<file path="config.mk">
export PLATFORM = sky130hd
export DESIGN_NAME = spi_slave_sync
export DESIGN_NICKNAME = d
export VERILOG_FILES = /design/src/rtl/spi_slave_sync.sv
export SDC_FILE = /design/constraint.sdc
export NUM_CORES = 1
export LEC_CHECK = 0
export ABC_AREA = 1
export CAP_MARGIN = 30
export CORE_UTILIZATION = 40
export DETAILED_ROUTE_END_ITERATION = 8
export GPL_TIMING_DRIVEN = 0
export PLACE_DENSITY_LB_ADDON = 0.12
export SYNTH_ARGS = -nofsm -noshare
export SYNTH_HDL_FRONTEND = slang
export SYNTH_SLANG_ARGS = --single-unit
</file>
<file path="constraint.sdc">
create_clock -name clk -period 1.8 [get_ports clk]
set_input_delay 0.54 -clock clk [delete_from_list [all_inputs] [get_ports clk]]
set_output_delay 0.54 -clock clk [all_outputs]
set_load 0.01 [all_outputs]
</file>
<file path="src/rtl/spi_slave_sync.sv">
// SPI slave for a fast system clock: the SPI pins are synchronised and edge-detected,
// so all state runs on clk. Full-duplex, MSB first, with a one-word TX holding register.
module spi_slave_sync #(
    parameter int                DATA_W    = 8,
    parameter int                CPOL      = 0,
    parameter int                CPHA      = 0,
    parameter logic [DATA_W-1:0] IDLE_FILL = DATA_W'(8'hA5)
) (
    input  logic              clk,
    input  logic              rst,
    input  logic              sck,
    input  logic              cs,
    input  logic              mosi,
    output logic              miso,
    input  logic [DATA_W-1:0] tx_data,
    input  logic              tx_valid,
    output logic              tx_ready,
    output logic [DATA_W-1:0] rx_data,
    output logic              rx_valid,
    output logic              busy,
    output logic              underrun
);

    localparam int               CNT_W    = $clog2(DATA_W);
    localparam logic [CNT_W-1:0] LAST_BIT = CNT_W'(DATA_W - 32'sd1);
    localparam logic             SCK_IDLE = (CPOL != 32'sd0);
    localparam logic             PHASE1   = (CPHA != 32'sd0);

    typedef enum logic [0:0] {
        ST_IDLE   = 1'b0,
        ST_ACTIVE = 1'b1
    } state_t;

    state_t            state_r;
    state_t            state_next_s;
    logic              sck_meta_r, sck_sync_r, sck_dly_r;
    logic              cs_meta_r, cs_sync_r, cs_dly_r;
    logic              mosi_meta_r, mosi_sync_r;
    logic              post_rst_r, armed_r;
    logic [CNT_W-1:0]  bit_cnt_r;
    logic [DATA_W-1:0] rx_shift_r, rx_data_r, tx_shift_r, hold_r;
    logic              rx_valid_r, tx_ready_r, underrun_r, miso_r;

    logic              lead_s, trail_s, sample_s, shift_s;
    logic              cs_fall_s, cs_rise_s, active_s, start_s;
    logic              word_done_s, reload_s;
    logic [DATA_W-1:0] next_word_s;

    // Edge and event decode from the synchronised bus
    always_comb begin
        lead_s  = 1'b0;
        trail_s = 1'b0;
        if (SCK_IDLE) begin
            lead_s  = ~sck_sync_r & sck_dly_r;
            trail_s = sck_sync_r & ~sck_dly_r;
        end else begin
            lead_s  = sck_sync_r & ~sck_dly_r;
            trail_s = ~sck_sync_r & sck_dly_r;
        end
        if (PHASE1) begin
            sample_s = trail_s;
            shift_s  = lead_s;
        end else begin
            sample_s = lead_s;
            shift_s  = trail_s;
        end
    end

    assign cs_fall_s   = ~cs_sync_r & cs_dly_r;
    assign cs_rise_s   = cs_sync_r & ~cs_dly_r;
    assign active_s    = (state_r == ST_ACTIVE);
    // A fall only counts once cs has been seen high after reset (no restart mid-frame).
    assign start_s     = (state_r == ST_IDLE) && cs_fall_s && armed_r;
    assign word_done_s = active_s && sample_s && (bit_cnt_r == {CNT_W{1'b0}});
    assign reload_s    = start_s || (word_done_s && !cs_rise_s);
    assign next_word_s = tx_ready_r ? IDLE_FILL : hold_r;

    // Two-flop synchronisers plus delayed copies for edge detection
    always_ff @(posedge clk) begin
        if (rst) begin
            sck_meta_r  <= SCK_IDLE;
            sck_sync_r  <= SCK_IDLE;
            sck_dly_r   <= SCK_IDLE;
            cs_meta_r   <= 1'b1;
            cs_sync_r   <= 1'b1;
            cs_dly_r    <= 1'b1;
            mosi_meta_r <= 1'b0;
            mosi_sync_r <= 1'b0;
            post_rst_r  <= 1'b0;
            armed_r     <= 1'b0;
        end else begin
            sck_meta_r  <= sck;
            sck_sync_r  <= sck_meta_r;
            sck_dly_r   <= sck_sync_r;
            cs_meta_r   <= cs;
            cs_sync_r   <= cs_meta_r;
            cs_dly_r    <= cs_sync_r;
            mosi_meta_r <= mosi;
            mosi_sync_r <= mosi_meta_r;
            post_rst_r  <= 1'b1;
            armed_r     <= armed_r | (post_rst_r & cs_meta_r);
        end
    end

    // Transaction state register
    always_ff @(posedge clk) begin
        if (rst) begin
            state_r <= ST_IDLE;
        end else begin
            state_r <= state_next_s;
        end
    end

    // Next-state logic
    always_comb begin
        state_next_s = state_r;
        case (state_r)
            ST_IDLE: begin
                if (start_s) begin
                    state_next_s = ST_ACTIVE;
                end else begin
                    state_next_s = ST_IDLE;
                end
            end
            ST_ACTIVE: begin
                if (cs_rise_s) begin
                    state_next_s = ST_IDLE;
                end else begin
                    state_next_s = ST_ACTIVE;
                end
            end
            default: state_next_s = ST_IDLE;
        endcase
    end

    // Receive shifter, bit counter and completed-word output
    always_ff @(posedge clk) begin
        if (rst) begin
            bit_cnt_r  <= LAST_BIT;
            rx_shift_r <= {DATA_W{1'b0}};
            rx_data_r  <= {DATA_W{1'b0}};
            rx_valid_r <= 1'b0;
        end else begin
            rx_valid_r <= word_done_s;
            if (word_done_s) begin
                rx_data_r <= {rx_shift_r[DATA_W-2:0], mosi_sync_r};
            end
            if (!active_s || cs_rise_s) begin
                bit_cnt_r  <= LAST_BIT;
                rx_shift_r <= {DATA_W{1'b0}};
            end else if (sample_s) begin
                rx_shift_r <= {rx_shift_r[DATA_W-2:0], mosi_sync_r};
                bit_cnt_r  <= (bit_cnt_r == {CNT_W{1'b0}}) ? LAST_BIT : bit_cnt_r - 1'b1;
            end
        end
    end

    // TX holding register, underrun flag, transmit shifter and miso
    always_ff @(posedge clk) begin
        if (rst) begin
            hold_r     <= {DATA_W{1'b0}};
            tx_ready_r <= 1'b1;
            underrun_r <= 1'b0;
            tx_shift_r <= {DATA_W{1'b0}};
            miso_r     <= 1'b0;
        end else begin
            if (tx_valid && tx_ready_r) begin
                hold_r     <= tx_data;
                tx_ready_r <= 1'b0;
            end else if (reload_s) begin
                tx_ready_r <= 1'b1;
            end
            if (reload_s && tx_ready_r) begin
                underrun_r <= 1'b1;
            end
            // CPHA=0 presents the MSB at cs fall; CPHA=1 waits for the first leading edge.
            if (start_s) begin
                if (PHASE1) begin
                    tx_shift_r <= next_word_s;
                    miso_r     <= 1'b0;
                end else begin
                    tx_shift_r <= {next_word_s[DATA_W-2:0], 1'b0};
                    miso_r     <= next_word_s[DATA_W-1];
                end
            end else if (!active_s || cs_rise_s) begin
                miso_r <= 1'b0;
            end else if (word_done_s) begin
                tx_shift_r <= next_word_s;
            end else if (shift_s) begin
                miso_r     <= tx_shift_r[DATA_W-1];
                tx_shift_r <= {tx_shift_r[DATA_W-2:0], 1'b0};
            end
        end
    end

    assign miso     = miso_r;
    assign tx_ready = tx_ready_r;
    assign rx_data  = rx_data_r;
    assign rx_valid = rx_valid_r;
    assign busy     = (state_r == ST_ACTIVE);
    assign underrun = underrun_r;

endmodule

</file>
==> flow_summary.json <==
{
  "coreArea_mm2": 0.00479,
  "num_io_pins": 27,
  "antennaDiodeCount": 0,
  "htree_levels": 2,
  "cts.sinks": 49,
  "cts-root-buf": "clkbuf_8",
  "vias": 1741,
  "drt_iter0_markers": 97,
  "slew_headroom": 0.660,
  "power.switching_w": 0.000500,
  "io_buffer_count": 26,
  "row_count": 25,
  "finalSetupTns_ps": 0,
  "critPathMaxStageDelay_ps": 550,
  "worstSetupPathType": "reg2out",
  "netlist_top_cells_area": "dfxtp_1, nand2_1, nor2_1, nand3_1, o21ai_0",
  "hp-class": "reg2reg",
  "run_status": "finished clean",
  "die_area_mm2": 0.00530,
  "crit_fanout": 2,
  "drtPass1Iterations": 4,
  "grt_pass1_vias": 1522,
  "syn2layout_area_growth_pct": 24.7,
  "post_route_cells_drive_above_1_share": 0.115,
  "cap_violations": 0,
  "clockPowerShare": 0.342,
  "p_comb_frac": 0.079,
  "pwr-share-seq": 0.579,
  "yosysWarningCount": 0,
  "grt_setup_unrepaired": "no",
  "hold_viol": 0,
  "clk_latency_ps": 310,
  "drv_slew": 0,
  "leakagePower_nw": 1.08,
  "nFillCells": 501,
  "synth_most_common_cell": "nand2_1",
  "syn-num-nets": 281,
  "switching_share": 0.256,
  "utilization": 0.523,
  "syn_inst": 265,
  "ys_ff_latch": 49,
  "route.detailed.drc": 0,
  "cts_buffers": 5,
  "fp.dieH_um": 72.8,
  "seq_area_frac_synth": 0.489,
  "fin_skew_ps": 10.1,
  "finalSetupViolations": 0,
  "wl_per_cell_um": 11.9,
  "ctsLongestPathBuffers": 2,
  "required_ps": 1260,
  "async_reset_ff_frac": 0,
  "reg2regPathDepth": 10,
  "min_period_ps": 1740,
  "fin_crit_sh": 0.968,
  "dp_hpwl_mm": 3.05,
  "vdd_drop_max_v": 0.000502,
  "critPathSlowestCell": "clkdlybuf4s50_1",
  "syn-cell-area_mm2": 0.00201,
  "end_kind": "output pin",
  "antenna_left": 0,
  "grt_use_total": 0.179,
  "avgSynthCellArea_um2": 7.57,
  "clk_pin_slew_worst_paths_ps": 100,
  "startpoint_type": "flip-flop",
  "worstHoldPathCells": 2,
  "internal_power_w": 0.00146,
  "synthDistinctLibCells": 24,
  "path_cells": "clkdlybuf4s50_1",
  "synth_top_cell_by_area": "dfxtp_1",
  "grt_pass1_wl_mm": 7.14,
  "gr-total-overflow": 0,
  "yosysTopAreaCellShare": 0.489,
  "synth-edff-count": 0,
  "nets": 319,
  "initial_core_util": 0.419,
  "die_w_um": 72.8,
  "ys.flop_type": "dfxtp_1",
  "gp_congestion": 0.827,
  "grt_max_degree": 17,
  "critical_path_cell_count": 1,
  "arrival_ps": 1200,
  "critical_path.n_buffers_inverters": 1,
  "fmax_mhz": 574,
  "critical-path-top-delay-family": "buffers and inverters",
  "antenna_found_initial": 0,
  "powerDensity_mw_per_mm2": 783,
  "wirelength_mm": 4.40,
  "cts_tree": "built",
  "vias_per_cell": 4.69,
  "synth_common_cells": "nand2_1, dfxtp_1, nor2_1, nand3_1, inv_1",
  "worst_pin_slew_ps": 511
}
flip-flops by register name, summed over array words and instances, names as in the netlist, 3 cells and up:
signal and flops:
rx_shift_r 7, rx_data 8, bit_cnt_r 3, tx_shift_r 8
hold_r 8
power groups by stage:
stage	Combinational [W]	Clock (W)	Sequential (W)
global route	0.000174	0.000719	0.00114
finish	0.000154	0.000670	0.00113
detailed placement	0.000153	0	0.00116
floorplan	0.0000903	0	0.00116
CTS	0.000153	0.000687	0.00113
global placement	0.000152	0	0.00116
routing by layer:
layer | vias to the layer above | part of all wire | wire (um) | GRT usage
met2 | 31 | 0.43 | 1890 | 0.276
met5 | - | 0 | 0 | 0
met3 | 5 | 0.037 | 163 | 0.0331
met1 | 785 | 0.52 | 2280 | 0.243
li1 | 920 | - | - | -
met4 | 0 | 0.015 | 66 | 0.0784
metrics by stage:
step | std cells | hold WS [ps] | area (um2) | worst slack, ps | total power (W)
floorplan | 265 | 388 | 2010 | 355 | 0.00125
global placement | 358 | 391 | 2350 | -292 | 0.00131
detailed placement | 358 | 397 | 2350 | -309 | 0.00131
CTS | 366 | 416 | 2440 | 11.5 | 0.00197
global route | 371 | 429 | 2500 | 12.5 | 0.00203
finish | 371 | 418 | 2500 | 58.0 | 0.00196
cell type report:
| cell class | count | area [um2] | area share |
|---|---|---|---|
| Buffer | 9 | 56.3 | 0.0225 |
| Clock buffer | 5 | 68.8 | 0.0275 |
| Clock inverter | 3 | 21.3 | 0.00850 |
| Inverter | 27 | 105 | 0.0420 |
| Multi-Input combinational cell | 181 | 877 | 0.351 |
| Sequential cell | 49 | 985 | 0.394 |
| Tap cell | 67 | 83.8 | 0.0335 |
| Timing Repair Buffer | 30 | 304 | 0.122 |
final timing paths:
kind / start / to / slack (ps)
max: rx_data[2]$_SDFFE_PP0N_ / rx_data[2] / 60
min: mosi_meta_r$_SDFF_PP0_ / mosi_sync_r$_SDFF_PP0_ / 420
min reg2reg: mosi_meta_r$_SDFF_PP0_ / mosi_sync_r$_SDFF_PP0_ / 420
max reg2reg: bit_cnt_r[0]$_SDFFE_PP1N_ / rx_data[6]$_SDFFE_PP0N_ / 180
placed cells by master, fill, tap and decap left out, types with 2 or more instances in the layout:
cell | synthesis | layout
a21oi_1 | 16 | 16
o211ai_1 | 3 | 3
nand2_4 | 3 | 3
buf_6 | 2 | 2
o21ai_0 | 21 | 21
nor2_1 | 40 | 40
buf_4 | 1 | 4
clkbuf_1 | 4 | 3
o21ai_2 | 1 | 2
clkinvlp_4 | 0 | 2
nand3_1 | 25 | 25
dfxtp_1 | 49 | 48
inv_1 | 22 | 22
nor2_4 | 2 | 2
nand3b_1 | 2 | 2
nand2_1 | 59 | 59
or2_2 | 2 | 2
ha_1 | 2 | 2
clkdlybuf4s50_1 | 0 | 24
clkbuf_8 | 0 | 5
inv_2 | 3 | 3
buf_2 | 2 | 2
logic make-up (layout without fill, tap and decap cells):
kind of cell    count (synthesis)  count (layout)  synth area share
flops                          49              49             0.489
buf+inv                        36              74            0.0780
compound gates                 43              44             0.120
fa+ha+maj                       2               2            0.0125
simple gates                  135             135             0.301
timing repair:
action / 4_1_cts / 5_1_grt
hold buffers: 0 / 0
pin swaps: 0 / 1
cloned: 0 / 1
endpoints found under the setup margin: 2 / 18
resized for setup: 3 / 4
setup buffers: 0 / 4
Note: power is estimated with default switching activity, not from simulation.
